$ cat src/rtl/reg_file_pkg.sv
// Shared constants for the parametrised register file.
// Default geometry used by the top and its decoder.
package reg_file_pkg;

  localparam int ADDR_W_DEF = 3;
  localparam int DATA_W_DEF = 32;

endpackage

$ cat src/rtl/n_to_onehot_decoder.sv
// Binary address to one-hot select decoder.
// All outputs are zero while en is low.
module n_to_onehot_decoder
  import reg_file_pkg::*;
#(
  parameter int ADDR_W = ADDR_W_DEF
) (
  input  logic                 en,
  input  logic [ADDR_W-1:0]    addr,
  output logic [2**ADDR_W-1:0] onehot
);

  // one bit per entry, set only for the enabled address
  always_comb begin
    onehot = '0;
    if (en) onehot[addr] = 1'b1;
  end

endmodule

$ cat src/rtl/param_reg_file.sv
// Flip-flop register file: one write port, two registered
// read ports with write-through bypass and bulk clear.
module param_reg_file
  import reg_file_pkg::*;
#(
  parameter int ADDR_W  = ADDR_W_DEF,
  parameter int DATA_W  = DATA_W_DEF,
  parameter int ZERO_R0 = 0
) (
  input  logic              clk,
  input  logic              reset,
  input  logic              clear,
  input  logic              we,
  input  logic [ADDR_W-1:0] wAddr,
  input  logic [DATA_W-1:0] wData,
  input  logic              re,
  input  logic [ADDR_W-1:0] rAddr0,
  input  logic [ADDR_W-1:0] rAddr1,
  output logic [DATA_W-1:0] rData0,
  output logic [DATA_W-1:0] rData1,
  output logic              rValid
);

  localparam int DEPTH = 2**ADDR_W;
  localparam bit Z0    = (ZERO_R0 != 0);

  logic [DATA_W-1:0] mem [DEPTH];
  logic [DEPTH-1:0]  wsel;
  logic [DATA_W-1:0] rd0;
  logic [DATA_W-1:0] rd1;

  n_to_onehot_decoder #(
    .ADDR_W(ADDR_W)
  ) u_dec (
    .en    (we),
    .addr  (wAddr),
    .onehot(wsel)
  );

  // entry storage: reset/clear zero everything, else selected entry loads
  always_ff @(posedge clk) begin
    if (reset || clear) begin
      for (int i = 0; i < DEPTH; i++) mem[i] <= '0;
    end else begin
      for (int i = 0; i < DEPTH; i++)
        if (wsel[i] && !(Z0 && i == 0)) mem[i] <= wData;
    end
  end

  // port 0 read value: clear and hard-wired r0 force zero, else bypass
  always_comb begin
    rd0 = mem[rAddr0];
    if (we && rAddr0 == wAddr) rd0 = wData;
    if (clear || (Z0 && rAddr0 == '0)) rd0 = '0;
  end

  // port 1 read value, same rules as port 0
  always_comb begin
    rd1 = mem[rAddr1];
    if (we && rAddr1 == wAddr) rd1 = wData;
    if (clear || (Z0 && rAddr1 == '0)) rd1 = '0;
  end

  // registered read outputs; data holds when re is low
  always_ff @(posedge clk) begin
    if (reset) begin
      rData0 <= '0;
      rData1 <= '0;
      rValid <= 1'b0;
    end else begin
      rValid <= re;
      if (re) begin
        rData0 <= rd0;
        rData1 <= rd1;
      end
    end
  end

endmodule

$ cat config.mk
export PLATFORM = sky130hd
export DESIGN_NAME = param_reg_file
export DESIGN_NICKNAME = d
export VERILOG_FILES = /design/src/rtl/reg_file_pkg.sv /design/src/rtl/n_to_onehot_decoder.sv /design/src/rtl/param_reg_file.sv
export SDC_FILE = /design/constraint.sdc
export NUM_CORES = 1
export LEC_CHECK = 0
export BUFFER_PORTS_ARGS = -buffer_cell sky130_fd_sc_hd__buf_2
export CAP_MARGIN = 5
export CORE_MARGIN = 4
export CORE_UTILIZATION = 50
export DETAILED_ROUTE_END_ITERATION = 8
export PLACE_DENSITY = 0.68
export SETUP_SLACK_MARGIN = 0.4
export SLEW_MARGIN = 20
export SYNTH_ARGS = -nofsm -noshare
export SYNTH_HDL_FRONTEND = slang
export SYNTH_HIERARCHICAL = 1
export SYNTH_SLANG_ARGS = --single-unit
$ cat constraint.sdc
create_clock -name clk -period 2.09 [get_ports clk]
set_clock_uncertainty 0.1 [all_clocks]
set_input_delay 0 -clock clk [delete_from_list [all_inputs] [get_ports clk]]
set_output_delay 0 -clock clk [all_outputs]
set_load 0.005 [all_outputs]
* Word level (Yosys, flattened, before mapping)
Memory sizes are Yosys's and may differ from the RTL's.
Cells that the tools add are included.
** Cells by class
- Add/subtract/negate cells :: 0
- Multipliers :: 0
- Divide/modulo/power cells :: 0
- Order comparisons :: 2
- Equal/unequal tests :: 2
- Shifts and indexed selects :: 0
- Multiplexer cells :: 41
- Bitwise operators :: 8
- Reductions and logical operators :: 4
** Operator list (number)
- 32-bit two-way mux :: 12
- 1-bit two-way mux :: 27
- 8-bit two-way mux :: 1
- 1-bit OR :: 8
- 3-bit equality test :: 2
- 3-bit by 4-bit less-than comparator with 1-bit output, second input constant :: 1
- 1-bit demux with 3-bit select :: 1
- 3-bit by 1-bit >= comparator with 1-bit output, second input constant :: 1
- 1-bit logical AND :: 3
- 1-bit logical OR :: 1
** Word-level totals
- Register bits :: 65
- Latch bits :: 0
- Memory bits (writable) :: 256
- Bits in read-only memories :: 0
- Input bits :: 46
- Output and inout bits :: 65
- Logic and storage cells :: 61
- Memories :: 1
** Memory list
- mem :: words 8, bits a word 32, read ports 2, clocked after Yosys merged registers in 0, write ports 8, line param_reg_file.sv:27 : logic [DATA_W-1:0] mem [DEPTH];

* Logic depth before layout (Yosys ltp)
- Depth in word-level cells :: 9
- Depth in mapped cells :: 6
- Depth with buffers taken out :: 3

* Cells and area by module
Netlist, hierarchy kept.
** Modules (own cells, without submodules)
- param_reg_file :: times used 1, cells an instance 1025, area an instance 15675.0 µm², seq. area each 8988.6 µm²
- n_to_onehot_decoder :: times used 1, cells an instance 8, area an instance 95.1 µm², seq. area each 0.0 µm²

* Least setup slack after synthesis
OpenSTA, ideal clock, no wires.
- Kind :: input-to-reg
- From :: input wAddr[0]
- To :: memory mem[0][0] (netlist bit) (enable)
- Library setup time :: 0.390 ns
- Arrival :: 1.191 ns
- Required time :: 1.600 ns
- Slack :: 0.409 ns
- Stages :: 2
- Path buffers :: 0
- Cell sequence :: nor4b_2 or3_1
** RTL lines
- from (decl) :: line param_reg_file.sv:14 : input logic [ADDR_W-1:0] wAddr,
- to (decl) :: line param_reg_file.sv:27

==> flow_summary_export.csv <==
group,metric,value,unit
sta,final_number_of_hold_violating_endpoints,0,
critical_path,critical_path.cell_chain,"mux4_2 > mux2i_1 > o221ai_1",
floorplan,ios,111,
status,outcome,"finished clean",
sta,finalCritPeriodShare,0.731,
route,post_drt_wl_per_cell,26.2,um
logic_synthesis,post_synth_xor_area_fraction,0.00333,
route,detailedRoute.firstIterationViolations,972,
global_route,vias_in_the_first_global_route,10600,
global_route,groute.usage.overall,0.245,
floorplan,fp.dieW,186,um
logic_synthesis,yosysWarningCount,6,
layout,postLayoutCoreUtil,0.598,
floorplan,initial_utilization,0.512,
floorplan,die_area,34400,um2
sta,post-route-min-period,1530,ps
global_route,grt_first_pass_wirelength,63.8,mm
layout,nNetsFinal,1204,
pwr,irDropWorstVdd,0.496,mV
clock_network,cts_inserted_buffers,36,
min_path,timing.hold.worst.class,"primary input to flip-flop",
global_route,grt_remaining_overflow,0,
route,drt_drc_violations_left,0,
logic_synthesis,largest_family_of_logic_cells_by_synthesized_area,"multiplexers",
critical_path,critical_path.max_stage_delay,460,ps
route,first_pass_iters,5,
pwr,leakagePower,7.76,nW
clock_network,cts-root-to-sink-buffers,3,
critical_path,critical_path_peak_fanout,2,
global_route,initial_antenna_violation_count,1,
critical_path,setup.worst_path.end_class,"flip-flop",
pwr,pwr_density_cell,837,nW/um2
layout,fill_cell_instance_count_of_the_final_layout,2355,
critical_path,crit_path_start_kind,"flip-flop",
clock_network,clock_tree.htree_level_count,2,
logic_synthesis,ys_async_sr_fraction,0,
logic_synthesis,synth_nets,1079,
clock_network,tritoncts,"done",
logic_synthesis,synth_seq_area_share,0.570,
logic_synthesis,netlist_instances,1033,
logic_synthesis,yosys_most_used_dff,"sky130_fd_sc_hd__edfxtp_1",
global_route,grt_max_degree,101,
placed_design,gp_congestion,0.764,
clock_network,clock_latency,510,ps
route,route.antenna.remaining_nets,0,
logic_synthesis,proportion_of_synthesized_area_in_mux_cells,0.223,
route,detailroute.via_count,10100,
clock_network,cts_repair_resize_count,0,
critical_path,arrival,1810,ps
route,drt-total-wl,41.4,mm
layout,final_layout_size_suffix_gt1_frac,0.323,
placed_design,hpwl,23.7,mm
floorplan,fp.coreArea,30800,um2
logic_synthesis,synthesis.area,15800,um2
clock_network,cts_num_sinks,321,
sta,final-max-slew-violation-count,0,
logic_synthesis,synth-compound-area-share,0.0503,
flow_run,drv_cap,0,
floorplan,rows,64,
critical_path,critical_path_top_delay_cell,"sky130_fd_sc_hd__mux4_2",
sta,timing.final.setup_violations,0,
critical_path,timing.critical_path.required,2370,ps
clock_network,cts_root_buffer,"sky130_fd_sc_hd__clkbuf_16",
sta,summed_negative_setup_slack_over_all_endpoints,0,ps
pwr,fin_total_pwr,15.4,mW
sta,slew_headroom,0.497,
sta,achievable-frequency,654,MHz
clock_network,cts.reportedPaths.clkPinSlew,60,ps
logic_synthesis,synth_cell_types,28,
sta,tightest_pin_transition,754,ps
layout,flow.area_growth_from_synthesis,16.9,%
layout,num_antenna_cells,0,
route,drt-vias-per-instance,6.38,
logic_synthesis,synth_enable_flop_cells,256,
floorplan,fp.dieH,186,um
sta,grt_setup_unrepaired,"false",
logic_synthesis,number_of_storage_elements_in_the_synthesis_netlist,321,
logic_synthesis,fraction_of_the_mapped_netlist_area_in_simple_logic_gates,0.114,
logic_synthesis,area_share_of_fa_ha_maj_cells_after_synthesis,0,
logic_synthesis,syn-mean-instance-area,15.3,um2
placed_design,number_of_i_o_port_buffers,110,
critical_path,setup.worst_path.class,"flip-flop to flip-flop",
-- kinds of logic after synthesis --
kind of cell | after synthesis
xor+xnor | 6
mux | 192
compound gates | 66
flops | 321
simple gates | 311
buf+inv | 137
-- power breakdown --
part | internal (mW) | switching [mW]
combinational | 0.757 | 0.888
sequential | 7.29 | 0.177
clock | 3.84 | 2.47
-- layout by cell type, fill, tap and decap left out, drive strengths merged, types with 3 or more instances in the layout --
cell type    count
clkinv          13
inv             33
edfxtp         256
and4bb           4
clkbuf          47
nor3            32
xor2             6
or3              8
dfxtp           65
bufinv           4
nand2           64
o221ai          64
dlygate4sd3     33
mux4           128
mux2i           64
buf            158
and4b            3
and3           192
-- metrics by stage --
stage          hold WS (ps)  worst slack (ps)  cell area [um2]  cells
3_5_place_dp            223               234            16900   1483
2_1_floorplan          28.2               409            15800   1033
4_1_cts                14.1               555            18400   1580
6_report               24.2               561            18400   1580
3_3_place_gp            189               267            16900   1483
5_1_grt                35.1               493            18400   1580
-- state kept, by name, indices dropped and copies added, names as in the netlist --
signal and count:
mem 256, rData0 32, rData1 32, rValid 1
-- final cells by class --
cell class | count | area [um2] | share of cell area
Multi-Input combinational cell | 575 | 6220 | 0.337
Timing Repair Buffer | 191 | 1430 | 0.0778
Tap cell | 396 | 495 | 0.0269
Inverter | 33 | 124 | 0.00672
Clock buffer | 47 | 993 | 0.0539
Clock inverter | 17 | 185 | 0.0100
Sequential cell | 321 | 8990 | 0.488
-- synthesized netlist by cell type, drive strengths merged, types with 4 or more instances --
| cell | n | area share |
|---|---|---|
| edfxtp | 256 | 0.49 |
| and3 | 192 | 0.076 |
| mux4 | 128 | 0.18 |
| dfxtp | 65 | 0.083 |
| mux2i | 64 | 0.041 |
| nand2 | 64 | 0.015 |
| o221ai | 64 | 0.048 |
| clkbuf | 63 | 0.015 |
| buf | 41 | 0.016 |
| inv | 33 | 0.0079 |
| nor3 | 32 | 0.010 |
| or3 | 8 | 0.0032 |
| xor2 | 6 | 0.0033 |
| and4bb | 4 | 0.0032 |
-- worst max-delay path, delay by kind of cell (launching register included) --
family          cells  cell delay, ps
mux                 2             730
flops               1             400
compound gates      1             160
-- per-layer routing --
metal,GRT usage,vias to the layer above,share of wire
met5,0,-,0
li1,-,4431,-
met1,0.330,5182,0.40
met2,0.423,391,0.51
met4,0.0714,0,0.026
met3,0.0305,69,0.063
-- final timing paths --
kind / start / to / slack (ps) / cells past startpoint
setup / recovery: mem[6][26] / rData1[26] / 560 / 3
hold reg to reg: rData1[2] / rData1[2] / 350 / 2
hold / removal: re / rData0[8] / 20 / 5
setup reg to reg: mem[6][26] / rData1[26] / 560 / 3
-- timing repair --
item | 4_1_cts | 5_1_grt
hold buffers | 33 | 0
setup buffers | 0 | 0
endpoints found under the hold margin | 321 | 0
setup endpoints to repair | 0 | 0
Note: power is estimated with default switching activity, not from simulation.
